<file path="config.mk">
export PLATFORM = sky130hd
export DESIGN_NAME = pipe_ctrl
export DESIGN_NICKNAME = d
export VERILOG_FILES = /design/src/rtl/pipe_ctrl.sv
export SDC_FILE = /design/constraint.sdc
export NUM_CORES = 1
export LEC_CHECK = 0
export CAP_MARGIN = 20
export CORE_ASPECT_RATIO = 0.7
export CORE_MARGIN = 2
export CORE_UTILIZATION = 45
export DETAILED_ROUTE_END_ITERATION = 7
export PLACE_DENSITY = 0.91
export SETUP_SLACK_MARGIN = 0.5
export SYNTH_ARGS = -nofsm -noshare
export SYNTH_HDL_FRONTEND = slang
export SYNTH_SLANG_ARGS = --single-unit
</file>
<file path="constraint.sdc">
create_clock -name clk -period 2.05 [get_ports clk]
set_input_delay 0.41 -clock clk [delete_from_list [all_inputs] [get_ports clk]]
set_output_delay 0.41 -clock clk [all_outputs]
set_load 0.05 [all_outputs]
</file>
<file path="src/rtl/pipe_ctrl.sv">
// pipe_ctrl: central pipeline controller for the 5-stage core.
// Produces the per-stage stall vector, sequences exception entry and
// ERET return as FLUSH -> DRAIN, holds EPC / exception level, and
// raises a sticky flag when the pipeline stays stalled too long.
module pipe_ctrl #(
  parameter logic [31:0] EXC_VECTOR   = 32'h0000_0040,
  parameter int          DRAIN_CYCLES = 2,
  parameter int          MAX_STALL    = 255
) (
  input  logic        clk,
  input  logic        rst,
  input  logic        stallreq_id,
  input  logic        stallreq_ex,
  input  logic        excp_i,
  input  logic [31:0] excp_pc_i,
  input  logic        eret_i,
  output logic [5:0]  stall,
  output logic        flush,
  output logic [31:0] new_pc,
  output logic [31:0] epc_o,
  output logic        exl_o,
  output logic        stall_timeout
);

  typedef enum logic [1:0] {IDLE, FLUSH, DRAIN} state_t;

  localparam logic [3:0] DRAIN_INIT = 4'(DRAIN_CYCLES - 1);
  localparam logic [7:0] WD_LIMIT   = 8'(MAX_STALL);

  state_t      state;
  logic [3:0]  drain_cnt;
  logic [7:0]  wd_cnt;
  logic [8:0]  wd_inc;
  logic [7:0]  wd_sat;
  logic [5:0]  req_stall;

  // Stall request priority: an EX hold must also freeze ID and earlier.
  always_comb begin
    req_stall = 6'b000000;
    if (stallreq_ex)      req_stall = 6'b001111;
    else if (stallreq_id) req_stall = 6'b000111;
  end

  // Watchdog next value, saturating at the 8-bit maximum.
  always_comb begin
    wd_inc = {1'b0, wd_cnt} + 9'd1;
    wd_sat = wd_inc[8] ? 8'hFF : wd_inc[7:0];
  end

  // Stall vector by state: requests only honoured in IDLE; DRAIN holds PC/IF.
  always_comb begin
    stall = 6'b000000;
    case (state)
      IDLE:    stall = req_stall;
      DRAIN:   stall = 6'b000011;
      default: stall = 6'b000000;
    endcase
  end

  // Controller FSM with registered flush/redirect, EPC/EXL and watchdog.
  always_ff @(posedge clk) begin
    if (rst) begin
      state         <= IDLE;
      drain_cnt     <= '0;
      wd_cnt        <= '0;
      flush         <= 1'b0;
      new_pc        <= '0;
      epc_o         <= '0;
      exl_o         <= 1'b0;
      stall_timeout <= 1'b0;
    end else begin
      case (state)
        IDLE: begin
          flush  <= 1'b0;
          new_pc <= '0;
          if (|req_stall) begin
            wd_cnt <= wd_sat;
            if (wd_sat >= WD_LIMIT) stall_timeout <= 1'b1;
          end else begin
            wd_cnt <= '0;
          end
          // Exception wins over a simultaneous ERET; nested entry keeps EPC.
          if (excp_i) begin
            state  <= FLUSH;
            flush  <= 1'b1;
            new_pc <= EXC_VECTOR;
            wd_cnt <= '0;
            if (!exl_o) begin
              epc_o <= excp_pc_i;
              exl_o <= 1'b1;
            end
          end else if (eret_i) begin
            state  <= FLUSH;
            flush  <= 1'b1;
            new_pc <= epc_o;
            exl_o  <= 1'b0;
            wd_cnt <= '0;
          end
        end
        FLUSH: begin
          flush     <= 1'b0;
          new_pc    <= '0;
          drain_cnt <= DRAIN_INIT;
          state     <= DRAIN;
        end
        DRAIN: begin
          if (drain_cnt == 4'd0) state <= IDLE;
          else                   drain_cnt <= drain_cnt - 4'd1;
        end
        default: state <= IDLE;
      endcase
    end
  end

endmodule

</file>
==> results of run 1 <==
synthesized netlist by cell type, drive strengths merged (2+ instances only):
library cell	instances	area, µm²
ha	2	25.02
buf	13	110.1
nand3	3	15.01
a31oi	2	12.51
a32oi	2	17.52
and3	3	18.77
a41oi	2	17.52
o21ai	6	30.03
nand2	75	281.5
or2	2	12.52
nor3	7	35.03
a211oi	2	15.01
a22oi	33	247.7
o21bai	2	15.01
dfxtp	81	1622
inv	4	15.01
clkbuf	18	67.56
nor3b	3	38.79
nor2	46	175.2
a21o	2	15.01
nand4	2	12.51
a21oi	43	215.2
final timing paths:
path / from / end / slack [ns] / cells past startpoint
setup reg to reg: state[1]$_SDFFE_PP0P_ / new_pc[17]$_SDFFE_PP0P_ / 0.41 / 7
hold / removal: rst / epc_o[2]$_SDFFE_PP0P_ / 0.36 / 2
setup / recovery: state[1]$_SDFFE_PP0P_ / stall[2] / 0.39 / 3
hold reg to reg: flush$_SDFFE_PP0P_ / flush$_SDFFE_PP0P_ / 0.47 / 2
critical path, delay by kind of cell (launching register included):
family,cells,cell delay [ns]
AND/OR/NAND/NOR,2,0.37
flip-flops,1,0.38
buffers and inverters,1,0.16
final cells by class:
type                    instances  area [µm²]
fillers                       530        1998
flip-flops and latches         81        1635
multi-input cells             252        1435
repair buffers                137        1343
clock buffers                  11       151.4
well taps                      94       117.6
clock inverters                 5       61.31
inverters                       4       15.01
power by group:
| part | switching, mW | total [mW] | internal [mW] |
|---|---|---|---|
| Sequential | 0.0539 | 1.69 | 1.64 |
| Combinational | 0.526 | 0.842 | 0.316 |
| Clock | 0.573 | 1.21 | 0.633 |
| Total | 1.15 | 3.74 | 2.59 |
metrics by stage:
stage / instances / worst slack [ns] / cell area [µm²] / hold WS [ns] / power (mW)
CTS: 574 / 0.3744 / 4697 / 0.3351 / 3.706
detailed placement: 552 / 0.1021 / 4303 / 0.4632 / 2.485
floorplan: 368 / 0.4853 / 3156 / 0.4603 / 2.208
global placement: 552 / 0.1186 / 4303 / 0.4517 / 2.469
global route: 584 / 0.3312 / 4758 / 0.3524 / 3.885
finish: 584 / 0.3871 / 4758 / 0.3560 / 3.740
logic make-up (layout without fill, tap and decap cells):
logic type | count (synthesis) | count (layout)
xor gates and xnor gates | 1 | 1
other | 1 | 2
buffers and inverters | 35 | 157
adders and majority gates | 2 | 2
and+or+nand+nor | 147 | 147
muxes | 1 | 1
AOI/OAI and AO/OA | 99 | 99
DFF | 81 | 81
state kept, by name, indices dropped and copies added (netlist names):
name and count:
wd_cnt 8, epc_o 32, exl_o 1, state 2
new_pc 32, drain_cnt 4, stall_timeout 1, flush 1
layer usage:
metal,GRT usage [%],wire (µm),up-vias
met5,0,0,-
met4,7.508,70,0
met3,8.784,767,6
met2,40.91,4638,116
met1,26.19,3868,1512
li1,-,-,1495
what timing repair did:
action	in CTS	in global routing
endpoints found under the setup margin	142	97
pin swaps	5	5
cloned	0	4
gates resized for setup	223	83
setup buffers	6	6
hold buffers	0	0
==> run metrics, run 1 <==
die span in x 103.7 µm; antenna violations before repair 0; Setup TNS 0 ns; Yosys reg bits just over 80; fin util 70.43%; Mean Syn Cell Area 8.530 µm²; CP endpoint kind output pin; status completed; I/O pin cnt 111; clock-pin slew on the worst setup and hold paths around 0.08 ns; residual DRC count 0; Routed Wire Length 9.344 mm; Synth Area in Simple Gates between 20% and 30%; largest net degree at the start of global routing 45; # setup viols final 0; Lkg Pwr 1.765 nW; Pins Over Slew Limit 0; DR iter-0 viols 160; first-pass GRT wire length 14.03 mm; worst min path class primary input to flop; Post-Synth XOR/XNOR Area 0.2798%; clock skew 0.009526 ns; Netlist cell types 43; CTS tree yes; die outline height 73.79 µm; slowest CP cell dfxtp_4; crit path time final approximately 1.7 ns; Setup CP Type flop to output pin; crit path launch type flop; Core Rows 25; Synth Instances 367; final RePlAce weighted congestion 0.8416; total clock sinks slightly above 80; layout cell share with drive strength beyond 1 between 30% and 40%; H-tree lvl count 3; FFs w/ async S/R, synth 0%; largest family of logic cells by synthesized area simple AND/OR/NAND/NOR gates; antenna diode count 0; fin crit share around four fifths; Pwr per Cell Area 785.9 nW/µm²; total gr overflow 0; commonest non-fill, non-tap cell in the layout dfxtp_1; DR WL/cell 16.00 µm; Core Box Area 6756 µm²; Synth Area in Adders 0.7994%; fmax 0.6014 GHz; starting utilization of the core area 46.33%; YS warnings 0; vias in the first global route 2909; Max VDD drop about 0.4 mV; cell area after synthesis between 3000 and 4000 µm²; worst skew pair latency roughly 0.34 ns; all-layer global routing usage between 20% and 30%; dominant synthesized flop cell dfxtp_1; unrepaired setup endpoints after global routing yes; EDFF count, synth 0; CP required 1.64 ns; Num CTS Buffers 9; Max Cap Violations 0; DIE AREA 7651 µm²; Area growth syn-to-layout 52.00%; Root Buffer clkbuf_8; final hold vios 0; worst-path maximum fanout 5; post-synthesis mux area share 0.3597%; DR pass1 iterations 4; clock tree buffer depth 2; Via density between 5 and 6; max incr delay on CP 0.38 ns; final antenna-violating net count 0; vias 3129; DP HPWL 6.023 mm; net count reported at finish 525; post-synthesis sequential area ratio 51.80%; WP data arrival around 1.3 ns; critical-path cell list or2_4, nor2_4, buf_6; most frequent cells in the layout dfxtp_1, nand2_1, nor2_1, clkdlybuf4s15_2, clkdlybuf4s50_1; Buffers on Ports between 100 and 150; Compound-Gate Fraction of Synth Area 20.10%
Power figures use the tool's default switching activity.
==> inputs of run 2 (changes only) <==
--- a/config.mk
+++ b/config.mk
@@ -8,9 +8,9 @@
 export CAP_MARGIN = 20
 export CORE_ASPECT_RATIO = 0.7
 export CORE_MARGIN = 2
-export CORE_UTILIZATION = 45
+export CORE_UTILIZATION = 40
 export DETAILED_ROUTE_END_ITERATION = 7
-export PLACE_DENSITY = 0.91
+export PLACE_DENSITY = 0.86
 export SETUP_SLACK_MARGIN = 0.5
 export SYNTH_ARGS = -nofsm -noshare
 export SYNTH_HDL_FRONTEND = slang
==> constraint.sdc (replaced) <==
create_clock -name clk -period 1.44 [get_ports clk]
set_input_delay 0.288 -clock clk [delete_from_list [all_inputs] [get_ports clk]]
set_output_delay 0.288 -clock clk [all_outputs]
set_load 0.05 [all_outputs]
==> run 2 against run 1 <==
  * The flow now finishes with violations (negative setup slack)
  * Register-to-register slack worse by 0.69 ns
  * Die area up 12%
  * Critical path depth up 4
  * Sequential share of layout area down 8.3 points
  * Worst setup slack worse by 0.66 ns
  * Non-clock buffer count up 77
  * Power up 67%
  * First-iteration DRC count up 130%
  * Clock power up 49%
  * Sequential power up 44%
  * Critical path type is now flop to flop
  * Largest power group unchanged
==> run metrics, run 2 (synthesis results as in run 1) <==
R2R cell count 7; Core Box Area ~7400 µm²; CP required 1.73 ns; crit path launch type flop; Gate power share 32.4%; final hold vios 0; starting utilization of the core area a little over two fifths; setup slack, reg-to-reg -0.28 ns; antenna violations before repair 0; Top Usage Layer GRT met2; # setup viols final 74; clock-pin slew on the worst setup and hold paths 0.10 ns; routing usage on met1 roughly 33%; DIE AREA 8561 µm²; first-pass GRT wire length 19.74 mm; Fill cells 213; largest net degree at the start of global routing 52; DR iter-0 viols 368; Setup TNS -10.32 ns; Buffers on Ports 108; status finished with violations; net count reported at finish approximately 600; DR pass1 iterations 7; Multi-input gate area 1959 µm²; final antenna-violating net count 0; H-tree lvl count 3; CP endpoint kind flop; CP Capture Point new_pc[21]$_SDFFE_PP0P_; FF/Latch Area 1808 µm²; Max VDD drop 0.5944 mV; antenna diode count 0; Lkg Pwr 2.690 nW; all-layer global routing usage 29.95%; final RePlAce weighted congestion around 0.89; DR WL/cell approximately 25 µm; Reg-to-Reg End new_pc[21]$_SDFFE_PP0P_; Core Rows 26; fin crit share 119.3%; biggest regs epc_o: 32 flops, new_pc: 32 flops, wd_cnt: 8 flops; clock tree buffer depth 2; Setup CP Type flop to flop; Root Buffer clkbuf_8; switch share about a third; layout cell share with drive strength beyond 1 about 70%; unrepaired setup endpoints after global routing yes; internal power 4.153 mW; total clock sinks 81; Pins Over Slew Limit 0; Area growth syn-to-layout 121.3%; worst-path maximum fanout 7; I/O pin cnt 111; Net Sw Power 2.106 mW; final worst-path setup slack -0.2777 ns; Routed Wire Length 16.71 mm; part of the power in the clock network 28.7%; part of the power in registers between 30 and 40%; failing checks negative setup slack; WP data arrival roughly 2 ns; Num CTS Buffers 9; DP HPWL 6.641 mm; die span in x between 100 and 150 µm; met3 usage 8.887%; critical path startpoint state[1]$_SDFFE_PP0P_; crit path time final 1.718 ns; FF-to-FF Start state[1]$_SDFFE_PP0P_; total gr overflow 0; CTS Hold Buffers Added 0; residual DRC count 0; fmax approximately 0.58 GHz; die outline height 78.02 µm; grt met2 use 52.59%; clock skew roughly 0.012 ns; Via density 6.123; CTS tree yes; Max Cap Violations 0; worst skew pair latency 0.37 ns; Final Power approximately 6.3 mW; most frequent cells in the layout buf_12, buf_4, nand2_1, dfxtp_2, nor2_1; vias in the first global route 3883; Pwr per Cell Area 903.7 nW/µm²; vias 4078; worst min path class primary input to flop; commonest non-fill, non-tap cell in the layout buf_12
==> run 2: per-layer routing <==
layer / routed length (µm) / up-vias / share of wire (%)
li1: - / 1662 / -
met1: 5753 / 1969 / 34
met2: 8240 / 323 / 49
met3: 1537 / 124 / 9.2
met4: 1179 / 0 / 7.1
met5: 0 / - / 0
==> run 2: layout make-up <==
class / count / area share [%]
clock buffer: 11 / 2.041
clock inverter: 5 / 0.9212
inverter: 4 / 0.2168
multi-input combinational: 253 / 28.29
sequential: 81 / 26.10
tap: 98 / 1.770
timing repair buffer: 214 / 40.66
==> run 2: power by group through the flow <==
stage                     Combinational, mW  Sequential (mW)  Clock (mW)
after floorplan                       0.448             2.73           0
after global placement                 1.28             2.50           0
after detailed placement               1.31             2.51           0
after CTS                              1.70             2.43        1.72
after global routing                   2.09             2.44        1.88
final                                  2.03             2.44        1.80
==> run 2: worst min-delay path by stage <==
stage                         startpoint                         to  slack [ns]  cells past startpoint
6_report                             rst     new_pc[3]$_SDFFE_PP0P_        0.35                      2
5_1_grt                              rst     new_pc[3]$_SDFFE_PP0P_        0.34                      2
4_1_cts                              rst     new_pc[6]$_SDFFE_PP0P_        0.32                      2
3_5_place_dp   drain_cnt[0]$_SDFFE_PP0P_  drain_cnt[0]$_SDFFE_PP0P_        0.49                      2
3_3_place_gp   drain_cnt[0]$_SDFFE_PP0P_  drain_cnt[0]$_SDFFE_PP0P_        0.47                      2
2_1_floorplan              excp_pc_i[10]     epc_o[10]$_SDFFE_PP0P_        0.42                      2
==> run 2: metrics by stage <==
step | hold slack [ns] | area, µm² | cells | utilization (%) | setup WS, ns
2_1_floorplan | 0.4240 | 3272 | 368 | - | 0.01465
3_3_place_gp | 0.4739 | 5152 | 565 | 69.16 | -0.2794
3_5_place_dp | 0.4931 | 5152 | 565 | 69.16 | -0.3665
4_1_cts | 0.3151 | 6384 | 643 | 85.69 | -0.1284
5_1_grt | 0.3375 | 6927 | 666 | 92.98 | -0.2911
6_report | 0.3455 | 6927 | 666 | 92.98 | -0.2777
==> run 2: what timing repair did <==
item	4_1_cts	5_1_grt
gates cloned	4	3
endpoints found under the hold margin	0	0
pin swaps	52	47
setup buffers	58	20
setup endpoints to repair	152	152
gates resized for setup	203	88
==> run 2: critical path: stages, from the launching register on <==
cell and delay [ns]:
dfxtp_4 0.38, or2_4 0.30, buf_6 0.14, nor3b_4 0.22
buf_12 0.17, buf_8 0.14, a22oi_1 0.12, nor2_1 0.16
==> inputs of run 3 (changes only) <==
--- a/config.mk
+++ b/config.mk
@@ -7,7 +7,6 @@
 export LEC_CHECK = 0
 export CAP_MARGIN = 20
 export CORE_ASPECT_RATIO = 0.7
-export CORE_MARGIN = 2
 export CORE_UTILIZATION = 40
 export DETAILED_ROUTE_END_ITERATION = 7
 export PLACE_DENSITY = 0.86
==> run 3 against run 2 <==
  * The run still ends with negative setup slack left
  * Register-to-register slack worse by 0.11 ns
  * Clock-buffer cell count unchanged
  * Worst setup slack got worse by 0.11 ns
  * Die area fell by 4.3%
  * Critical endpoint is now epc_o[11]$_SDFFE_PP0P_
  * Clock skew increased by 0.0011 ns
  * First-iteration DRC count grew 12%
  * Cell count increased by 1.1%
  * Routed wire length decreased by 0.19%
==> run metrics, run 3 (synthesis results as in run 1) <==
Pwr per Cell Area 871.5 nW/µm²; status finished with violations; first-pass GRT wire length 18.34 mm; commonest non-fill, non-tap cell in the layout buf_4; DIE AREA 8189 µm²; total clock sinks 81; Area growth syn-to-layout 120.6%; Num CTS Buffers 9; Core Box Area approximately 7400 µm²; net count reported at finish approximately 600; final RePlAce weighted congestion 0.8961; DR iter-0 viols 413; WHS Path Cells 2; total gr overflow 0; die outline height 76.02 µm; Core Rows 26; Max VDD drop around 0.78 mV; vias in the first global route ~3600; Highest Signal Layer met4; CTS tree yes; pre-CTS setup slack -0.3887 ns; slowest CP cell dfxtp_4; met2 WL 7.947 mm; starting utilization of the core area 42.02%; most frequent cells in the layout buf_4, buf_12, nand2_1, dfxtp_2, nor2_1; hold_ws 0.2941 ns; Routed Wire Length about 17 mm; all-layer global routing usage between 20% and 30%; worst skew pair latency 0.35 ns; worst min path class primary input to flop; Final Power about 6 mW; FF/Latch Area 1810 µm²; # setup viols final 77; DR pass1 iterations 7; Root Buffer clkbuf_8; final antenna-violating net count 0; CP required 1.69 ns; fin crit share 126.9%; final worst-path setup slack -0.3878 ns; Max Cap Violations 0; antenna violations before repair 1; failing checks negative setup slack; residual DRC count 0; hold path startpoint rst; unrepaired setup endpoints after global routing yes; largest net degree at the start of global routing 40; FF-to-FF Start state[1]$_SDFFE_PP0P_; biggest regs epc_o: 32 flops, new_pc: 32 flops, wd_cnt: 8 flops; Setup CP Type flop to flop; DR WL/cell roughly 25 µm; Least-Margin Pin Slew 0.7426 ns; met3 routed WL about 1.7 mm; Buffers on Ports about 110; fmax between 0.5 and 0.6 GHz; worst-path maximum fanout 16; DP HPWL 6.516 mm; H-tree lvl count 3; hold endpoint drain_cnt[1]$_SDFFE_PP0P_; Rel. slew slack between 40% and 50%; crit path time final roughly 1.8 ns; M1 wire length 5.839 mm; I/O pin cnt 111; WP data arrival 2.08 ns; final hold vios 0; fin util 92.69%; Fill cells 237; R2R cell count 9; clock-pin slew on the worst setup and hold paths roughly 0.10 ns; crit path launch type flop; die span in x 107.7 µm; max incr delay on CP 0.39 ns; Pins Over Slew Limit 0; CTS Hold Buffers Added 0; Most common cell on crit path buf_6; Multi-input gate area 1956 µm²; Lkg Pwr 2.664 nW; CP endpoint kind flop; Via density 6.149; layout cell share with drive strength beyond 1 69.34%; vias 4138; clock tree buffer depth 2; clock skew 0.01296 ns; Reg-to-Reg End epc_o[11]$_SDFFE_PP0P_; critical-path cell list buf_6, nor2_4, buf_6, buf_4, buf_6, nand3b_1, buf_4, nand2_1, a21oi_1; setup slack, reg-to-reg -0.39 ns
[run 3: cell count changes in the layout (fill, tap and decap cells not counted), moves of 5 or more]
cell	change
a22oi_2	+18
a22oi_1	-18
nand2_1	+13
nand2_2	-11
buf_12	-5
a21oi_2	-10
buf_4	+11
a21oi_1	+11
[run 3: worst max-delay path, delay by kind of cell, from the launching register on]
kind	cells	cell delay [ns]
simple gates	3	0.32
buf+inv	5	0.75
compound gates	1	0.26
flops	1	0.39
[run 3: timing repair]
item	in CTS	in global routing
setup endpoints to repair	152	152
cloned	2	3
gates resized for setup	149	124
pin swaps	30	69
setup buffers	58	27
[run 3: layout make-up]
class | count | area share (%)
Timing Repair Buffer | 220 | 40.70
Sequential cell | 81 | 26.22
Clock buffer | 11 | 2.047
Clock inverter | 5 | 0.5798
Multi-Input combinational cell | 253 | 28.32
Antenna cell | 1 | 0.03624
Tap cell | 98 | 1.776
Inverter | 4 | 0.3261
[run 3: metal layers]
| metal | global-route usage, % | vias up |
|---|---|---|
| li1 | - | 1679 |
| met1 | 32.49 | 1963 |
| met2 | 49.55 | 366 |
| met3 | 9.752 | 130 |
| met4 | 12.47 | 0 |
| met5 | 0 | - |
[run 3: how the worst max path moves through the flow]
stage / start / endpoint / slack, ns / depth (start not counted)
after CTS: state[0]$_SDFFE_PP0P_ / stall[2] / -0.09 / 3
after floorplan: state[0]$_SDFFE_PP0P_ / epc_o[2]$_SDFFE_PP0P_ / 0.01 / 7
final: state[1]$_SDFFE_PP0P_ / epc_o[11]$_SDFFE_PP0P_ / -0.39 / 9
after global placement: excp_i / wd_cnt[6]$_SDFFE_PP0P_ / -0.28 / 5
after detailed placement: excp_i / wd_cnt[7]$_SDFFE_PP0P_ / -0.39 / 5
after global routing: state[1]$_SDFFE_PP0P_ / epc_o[11]$_SDFFE_PP0P_ / -0.44 / 9
[run 3: report_power, final]
| part | internal, mW | switching [mW] | total (mW) | leakage, nW |
|---|---|---|---|---|
| Clock | 0.685 | 0.924 | 1.61 | 0.0822 |
| Combinational | 0.935 | 1.04 | 1.98 | 1.88 |
| Sequential | 2.31 | 0.121 | 2.43 | 0.705 |
| Total | 3.93 | 2.09 | 6.02 | 2.66 |
[run 3: metrics by stage]
stage	area (µm²)	setup TNS, ns	std cells
2_1_floorplan	3272	0	368
3_3_place_gp	5160	-11.62	566
3_5_place_dp	5160	-15.97	566
4_1_cts	6152	-2.018	642
5_1_grt	6905	-15.69	673
6_report	6905	-14.38	673
